$ cat src/rtl/skewed_fifo_bank.sv
// Bank of NUM_CH independent FIFOs with level/overflow tracking and a
// skewed drain engine: channel i starts draining i cycles after channel 0.
module skewed_fifo_bank #(
    parameter int NUM_CH     = 8,
    parameter int DATA_WIDTH = 8,
    parameter int DEPTH      = 8,
    parameter int AF_LEVEL   = DEPTH - 1,
    localparam int LW        = $clog2(DEPTH) + 1
) (
    input  logic                         clk,
    input  logic                         rst_n,
    input  logic [NUM_CH-1:0]            wren,
    input  logic [NUM_CH*DATA_WIDTH-1:0] wdata,
    output logic [NUM_CH-1:0]            full,
    output logic [NUM_CH-1:0]            empty,
    output logic                         almost_full,
    output logic [NUM_CH*LW-1:0]         level,
    output logic                         overflow,
    input  logic                         clr_err,
    input  logic                         start,
    output logic                         busy,
    output logic                         done,
    output logic [NUM_CH-1:0]            rd_valid,
    output logic [NUM_CH*DATA_WIDTH-1:0] rd_data
);

    localparam int PW = LW - 1;
    localparam int KW = $clog2(NUM_CH);
    localparam logic [KW-1:0] KMAX = KW'(NUM_CH - 1);

    typedef enum logic [1:0] {
        IDLE = 2'd0,
        RUN  = 2'd1,
        DONE = 2'd2
    } state_t;

    state_t state_q, state_d;
    logic [KW-1:0] k_q, k_d;

    logic [DATA_WIDTH-1:0] mem [NUM_CH][DEPTH];
    logic [PW-1:0]         wptr_q [NUM_CH];
    logic [PW-1:0]         rptr_q [NUM_CH];
    logic [LW-1:0]         lvl_q  [NUM_CH];

    logic [NUM_CH-1:0] wr_ok;
    logic [NUM_CH-1:0] rd_en;
    logic              af;

    // Per-channel status, accepted writes and drain-read enables
    always_comb begin
        wr_ok = '0;
        rd_en = '0;
        full  = '0;
        empty = '0;
        af    = 1'b0;
        for (int c = 0; c < NUM_CH; c++) begin
            full[c]  = (lvl_q[c] == LW'(DEPTH));
            empty[c] = (lvl_q[c] == '0);
            wr_ok[c] = wren[c] & ~full[c];
            rd_en[c] = (state_q == RUN) && (int'(k_q) >= c) && !empty[c];
            if (lvl_q[c] >= LW'(AF_LEVEL)) af = 1'b1;
        end
    end

    assign almost_full = af;

    for (genvar g = 0; g < NUM_CH; g++) begin : g_lvl
        assign level[g*LW +: LW] = lvl_q[g];
    end

    // Pointers, levels and registered read lanes
    always_ff @(posedge clk or negedge rst_n) begin
        if (!rst_n) begin
            for (int c = 0; c < NUM_CH; c++) begin
                wptr_q[c] <= '0;
                rptr_q[c] <= '0;
                lvl_q[c]  <= '0;
            end
            rd_valid <= '0;
            rd_data  <= '0;
        end else begin
            rd_valid <= rd_en;
            for (int c = 0; c < NUM_CH; c++) begin
                if (wr_ok[c]) wptr_q[c] <= wptr_q[c] + PW'(1);
                if (rd_en[c]) begin
                    rptr_q[c] <= rptr_q[c] + PW'(1);
                    rd_data[c*DATA_WIDTH +: DATA_WIDTH] <= mem[c][rptr_q[c]];
                end
                lvl_q[c] <= lvl_q[c] + LW'(wr_ok[c]) - LW'(rd_en[c]);
            end
        end
    end

    // Storage array, written on accepted writes only
    always_ff @(posedge clk) begin
        for (int c = 0; c < NUM_CH; c++) begin
            if (wr_ok[c]) mem[c][wptr_q[c]] <= wdata[c*DATA_WIDTH +: DATA_WIDTH];
        end
    end

    // Sticky overflow; a new overflow wins over clr_err
    always_ff @(posedge clk or negedge rst_n) begin
        if (!rst_n)                 overflow <= 1'b0;
        else if (|(wren & full))    overflow <= 1'b1;
        else if (clr_err)           overflow <= 1'b0;
    end

    // Drain FSM state and skew counter registers
    always_ff @(posedge clk or negedge rst_n) begin
        if (!rst_n) begin
            state_q <= IDLE;
            k_q     <= '0;
        end else begin
            state_q <= state_d;
            k_q     <= k_d;
        end
    end

    // Drain FSM next-state and outputs
    always_comb begin
        state_d = state_q;
        k_d     = k_q;
        busy    = 1'b0;
        done    = 1'b0;
        unique case (state_q)
            IDLE: begin
                if (start) begin
                    state_d = RUN;
                    k_d     = '0;
                end
            end
            RUN: begin
                busy = 1'b1;
                if (k_q != KMAX) k_d = k_q + KW'(1);
                if (k_q == KMAX && &empty) state_d = DONE;
            end
            DONE: begin
                done    = 1'b1;
                state_d = IDLE;
            end
            default: state_d = IDLE;
        endcase
    end

endmodule

$ cat config.mk
export PLATFORM = sky130hd
export DESIGN_NAME = skewed_fifo_bank
export DESIGN_NICKNAME = d
export VERILOG_FILES = /design/src/rtl/skewed_fifo_bank.sv
export SDC_FILE = /design/constraint.sdc
export NUM_CORES = 1
export LEC_CHECK = 0
export CORE_ASPECT_RATIO = 1.1
export CORE_UTILIZATION = 50
export CTS_CLUSTER_SIZE = 16
export DETAILED_ROUTE_END_ITERATION = 6
export PLACE_DENSITY = 0.73
export SYNTH_ARGS = -nofsm -noshare
export SYNTH_HDL_FRONTEND = slang
export SYNTH_SLANG_ARGS = --single-unit
export TNS_END_PERCENT = 1
$ cat constraint.sdc
create_clock -name clk -period 2.89 [get_ports clk]
set_clock_uncertainty 0.1 [all_clocks]
set_input_delay 0.289 -clock clk [delete_from_list [all_inputs] [get_ports clk]]
set_output_delay 0.289 -clock clk [all_outputs]
set_load 0.02 [all_outputs]
# ---- Yosys cells after proc, flatten, opt, wreduce, memory -nomap -nowiden
# Memories as Yosys holds them, arrays and structs flattened.
# Index checks and enable logic that the tools add are counted.
dict set report classes {
  n_addsub 33
  n_lt_le_gt_ge 39
  n_eq_ne 15
  mux 74
  n_bitwise 33
  reduce_logical 47
}
# operator count
set ops {}
lappend ops {{64-bit two-way mux} 8}
lappend ops {{8-bit binary-select mux with 3-bit select} 8}
lappend ops {{8-bit demux with 3-bit select} 8}
lappend ops {{8-bit two-way mux} 24}
lappend ops {{4-bit >= comparator (second input constant)} 16}
lappend ops {{3-bit inverter with 4-bit output} 16}
lappend ops {{3-bit by 1-bit adder with 3-bit output (second input constant)} 17}
lappend ops {{4-bit by 1-bit adder with 4-bit output} 8}
lappend ops {{4-bit == test (second input constant)} 8}
lappend ops {{4-bit by 3-bit >= comparator with 1-bit output (second input constant)} 8}
lappend ops {{4-bit zero test} 8}
lappend ops {{4-bit by 1-bit less-than comparator with 1-bit output (second input constant)} 8}
lappend ops {{4-bit by 1-bit subtractor with 4-bit output} 8}
lappend ops {{1-bit logical AND} 24}
lappend ops {{1-bit two-way mux} 20}
lappend ops {{3-bit >= comparator (second input constant)} 4}
lappend ops {{1-bit AND} 8}
lappend ops {{8-bit AND} 1}
lappend ops {{1-bit zero test} 8}
lappend ops {{1-bit inverter} 8}
lappend ops {{8-bit AND reduction} 1}
lappend ops {{8-bit OR reduction} 1}
lappend ops {{3-bit by 2-bit >= comparator with 1-bit output (second input constant)} 2}
lappend ops {{3-bit two-way mux} 2}
lappend ops {{14 further kinds} 17}
dict set report totals {
  register_bits 158
  ram_bits 512
  output_inout_bits 124
  wordCells 278
  mem_count 1
}
# name depth width read_ports rd_clocked_by_memory_dff write_ports line_no
set mem_list {}
lappend mem_list {mem 8 64 8 0 8 40} ;# logic [DATA_WIDTH-1:0] mem [NUM_CH][DEPTH];

# ---- Logic depth before layout (Yosys ltp)
dict set report logic_depth {
  depth_word 9
  depth_mapped 12
}

# ---- Worst setup path before layout
# Ideal clock, no wire load.
dict set report synth_timing {
  path_type {register to register}
  from {reg lvl_q (netlist bit level[14])}
  to {reg lvl_q (netlist bit level[14])}
  setup_ns 0.123
  arrival_time_ns 2.713
  required_ns 2.667
  path_slack_ns -0.045
  path_stages_with_launch 11
  cell_sequence {dfrtp_1 > inv_1 > ha_1 > nor3b_1 > nor3_2 > buf_4 > ha_1 > inv_1 > ha_1 > fa_1 > xor2_1}
}
dict set report synth_between {
  word_cells_on_any_way 8
  classes_between {2 x add/sub; 1 x eq/ne; 2 x bitwise; 3 x reduce/logical}
}
# element line_no
set synth_rtl {}
lappend synth_rtl {{from (decl)} 43} ;# logic [LW-1:0] lvl_q [NUM_CH];
lappend synth_rtl {{from (signal, indexed assignment)} 89} ;# lvl_q[c] <= lvl_q[c] + LW'(wr_ok[c]) - LW'(rd_en[c]);
lappend synth_rtl {{4-bit zero test} 58} ;# empty[c] = (lvl_q[c] == '0);
lappend synth_rtl {{net empty[3]} 15} ;# output logic [NUM_CH-1:0] empty,
lappend synth_rtl {{1-bit zero test} 60} ;# rd_en[c] = (state_q == RUN) && (int'(k_q) >= c) && !empty[c];
lappend synth_rtl {{1-bit logical AND} 60}
lappend synth_rtl {{net rd_en[3]} 46} ;# logic [NUM_CH-1:0] rd_en;
lappend synth_rtl {{4-bit by 1-bit subtractor with 4-bit output} 89}
# The timed path passes the listed nets, and every way through them passes these cells.
# A chain may end at the register's enable or synchronous reset.

# ---- Worst setup path in the final report
dict set report layout_timing {
  from {reg lvl_q (netlist bit level[18])}
  to {out full[4]}
}
dict set report layout_between {
  elab_chain_len 1
}
# element line_no
set layout_rtl {}
lappend layout_rtl {{4-bit == test} 57} ;# full[c] = (lvl_q[c] == LW'(DEPTH));
lappend layout_rtl {{to (decl)} 14} ;# output logic [NUM_CH-1:0] full,
# No other way between the ends.

==> flow_metrics.py <==
metrics = {
    "layout": {
        "stdcell_area_um2": 32490,
        "final_common_cell": "edfxtp_1",
        "fin_cells": 2541,
        "nets": 1969,
        "final_layout_size_suffix_gt1_frac": 0.1914,
        "area_growth_pct": 20.62,
        "fillCellCount": 3801,
        "final_util": 0.6148,
        "layout_common_cells": "edfxtp_1 (512), clkdlybuf4s50_1 (193), dfrtp_1 (158)",
    },
    "synthesis": {
        "synth_top_family_by_area": "multiplexers",
        "syn-cell-area_um2": 26940,
        "synth_compound_area_frac": 0.02099,
        "synth_simple_gate_area_frac": 0.04900,
        "synth_edf_count": 512,
        "synth_warnings": 0,
        "ys_seq_area_frac": 0.7175,
        "synth_xor_xnor_area_share": 0.01301,
        "synthCells": 1495,
        "yosys.area_share.adder": 0.04171,
        "synth_top_flop_cell": "edfxtp_1",
        "synth_cell_types": 47,
        "ys_ff_latch": 670,
        "syn_nets": 1656,
        "ys_async_sr_fraction": 0.2358,
        "synthMuxAreaShare": 0.1346,
        "synth.avg_cell_area_um2": 18.02,
    },
    "placed_design": {
        "placed_area_um2": 30150,
        "place_inst": 2411,
        "gp_congestion": 0.7929,
        "port_buffers": 199,
        "place_hpwl_mm": 36.31,
    },
    "clock_network": {
        "cts.sinks": 670,
        "cts_tree": "yes",
        "cts_buffers": 69,
        "cts_max_level": 3,
        "postCtsSetupBuffers": 0,
        "clockBufferDepth": 3,
        "cts_root_buf": "clkbuf_16",
        "path_clk_slew_ns": 0.06,
        "worstSkewPairLatency_ns": 0.60,
    },
    "detailed_routing": {
        "dr.pass1.iters": 5,
        "routed_wl_mm": 54.40,
        "ant_nets": 0,
        "drtIter0Drc": 991,
        "vias": 13930,
        "wl_per_cell_um": 21.41,
        "drc": 0,
        "vias_per_cell": 5.481,
    },
    "critical_path": {
        "startpoint_type": "flop",
        "cp-end-kind": "primary output",
        "cp.arrival_ns": 2.43,
        "cp_max_fo": 3,
        "critPathRequiredTime_ns": 2.50,
        "worstSetupPathType": "flop to primary output",
    },
    "worst_hold_path": {
        "hold_path.class": "input port to async pin",
    },
    "power_and_ir_drop": {
        "power.leakage_nw": 12.04,
        "peakVddDrop_mv": 0.6530,
        "powerDensity_nw_per_um2": 1096,
    },
    "timing": {
        "fmax_ghz": 0.3546,
        "hold_viol": 0,
        "rsz0062_at_grt": "true",
        "slew_headroom": 0.2775,
        "tightestPinTransition_ns": 1.084,
        "drv_slew": 0,
        "period_share": 0.9758,
        "period_needed_ns": 2.820,
        "setup_viol": 0,
    },
    "global_routing": {
        "antenna_found_initial": 4,
        "grt_overflow": 0,
        "grt_pass1_wl_mm": 83.91,
        "grt_max_degree": 66,
        "grt_pass1_vias": 14560,
        "grtUsageTotal": 0.2045,
    },
    "floorplan": {
        "io_pins": 200,
        "initial_utilization": 0.5097,
        "core_area_um2": 52850,
        "dieHeight_um": 245.4,
        "chipWidth_um": 223.3,
        "die-area_um2": 54810,
        "rows": 88,
    },
    "run_status": {
        "status": "finished, final reports clean",
    },
    "job": {
        "maxCapViolCount": 0,
    },
}
-- cells in the mapped netlist, types with 2 or more instances --
| library cell | n | share of area |
|---|---|---|
| nand3_1 | 9 | 0.0017 |
| buf_4 | 5 | 0.0014 |
| inv_1 | 59 | 0.0082 |
| and2_1 | 3 | 0.00070 |
| a31oi_1 | 3 | 0.00070 |
| o21ai_0 | 3 | 0.00056 |
| buf_2 | 21 | 0.0039 |
| clkbuf_2 | 8 | 0.0015 |
| nor3b_1 | 9 | 0.0025 |
| mux4_2 | 128 | 0.11 |
| a21boi_1 | 2 | 0.00056 |
| buf_6 | 17 | 0.0071 |
| xor2_1 | 21 | 0.0068 |
| mux2_4 | 3 | 0.0017 |
| a32oi_1 | 2 | 0.00065 |
| mux2i_1 | 64 | 0.024 |
| a21oi_1 | 73 | 0.014 |
| nor2_1 | 116 | 0.016 |
| fa_1 | 8 | 0.0059 |
| nor4_1 | 3 | 0.00070 |
| nand2_1 | 76 | 0.011 |
| nor3b_2 | 4 | 0.0019 |
| edfxtp_1 | 512 | 0.57 |
| a22o_1 | 3 | 0.00098 |
| mux2_1 | 3 | 0.0013 |
| buf_1 | 8 | 0.0011 |
| nand2b_1 | 24 | 0.0056 |
| ha_1 | 77 | 0.036 |
| xnor2_1 | 19 | 0.0062 |
| nor2b_1 | 7 | 0.0016 |
| nor3_1 | 19 | 0.0035 |
| nor3_2 | 5 | 0.0019 |
| mux2_2 | 2 | 0.00084 |
| dfrtp_1 | 158 | 0.15 |
| and3_1 | 2 | 0.00046 |
| a21o_1 | 8 | 0.0022 |
-- power by group --
| part | switching [mW] | total (mW) | internal (mW) | leakage [nW] |
|---|---|---|---|---|
| sequential | 1.91 | 14.6 | 12.7 | 6.47 |
| combinational | 6.07 | 12.0 | 5.95 | 4.44 |
| clock | 3.62 | 8.97 | 5.35 | 1.13 |
-- layer usage --
| metal | part of all wire | GRT usage |
|---|---|---|
| met2 | 0.49 | 0.3342 |
| met5 | 0.00070 | 0 |
| met4 | 0.025 | 0.07575 |
| met1 | 0.42 | 0.2692 |
| met3 | 0.063 | 0.04756 |
-- worst paths after layout --
path	cells after the start	slack, ns	end	start
setup / recovery	5	0.07	full[4]	level[18]
hold reg to reg	1	0.37	rptr_q[12]	rptr_q[12]
min in group clk	3	0.25	overflow	clr_err
setup reg to reg	10	0.36	level[14]	level[14]
hold / removal	2	0.17	rd_data[43]	rst_n
max in group asynchronous	3	1.69	rd_data[2]	rst_n
-- critical path, cell delays in order (launching register included) --
cell	delay, ns
dfrtp_1	0.41
inv_1	0.12
ha_1	0.15
nor3b_2	0.36
buf_4	0.20
clkdlybuf4s50_1	0.59
-- logic make-up after synthesis --
kind of cell | count (synthesis)
buffers and inverters | 118
adders and majority gates | 85
and+or+nand+nor | 283
xor gates and xnor gates | 40
muxes | 200
AOI/OAI and AO/OA | 99
DFF | 670
-- area by class of cell --
type	count	area, µm²	share of cell area
Multi-Input combinational cell	707	6997	0.2153
Tap cell	675	844.6	0.02599
Timing Repair Buffer	301	2785	0.08572
Antenna cell	1	2.502	0.00007701
Clock inverter	36	386.6	0.01190
Inverter	59	221.5	0.006816
Clock buffer	92	1927	0.05930
Sequential cell	670	19330	0.5949
-- what timing repair did --
item | CTS | global route
hold endpoints to repair | 62 | 0
pin swaps | 0 | 0
setup endpoints to repair | 2 | 5
hold buffers | 1 | 0
resized for setup | 2 | 4
-- through the flow --
step	setup TNS (ns)	hold WS, ns	setup slack, ns	total power, mW
6_report	0	0.1682	0.07007	35.61
5_1_grt	-0.01860	0.2161	-0.01860	37.58
4_1_cts	0	0.1651	0.01683	36.08
3_5_place_dp	0	0.2571	0.1396	26.99
3_3_place_gp	0	0.2491	0.1263	26.54
2_1_floorplan	-0.09010	-0.1066	-0.03260	22.52
-- flip-flops by register name (all words and copies together) (netlist names) --
signal,flops
k_q,3
level,32
mem,512
overflow,1
rd_data,64
rd_valid,8
rptr_q,24
state_q,2
wptr_q,24
Power figures use the tool's default switching activity.
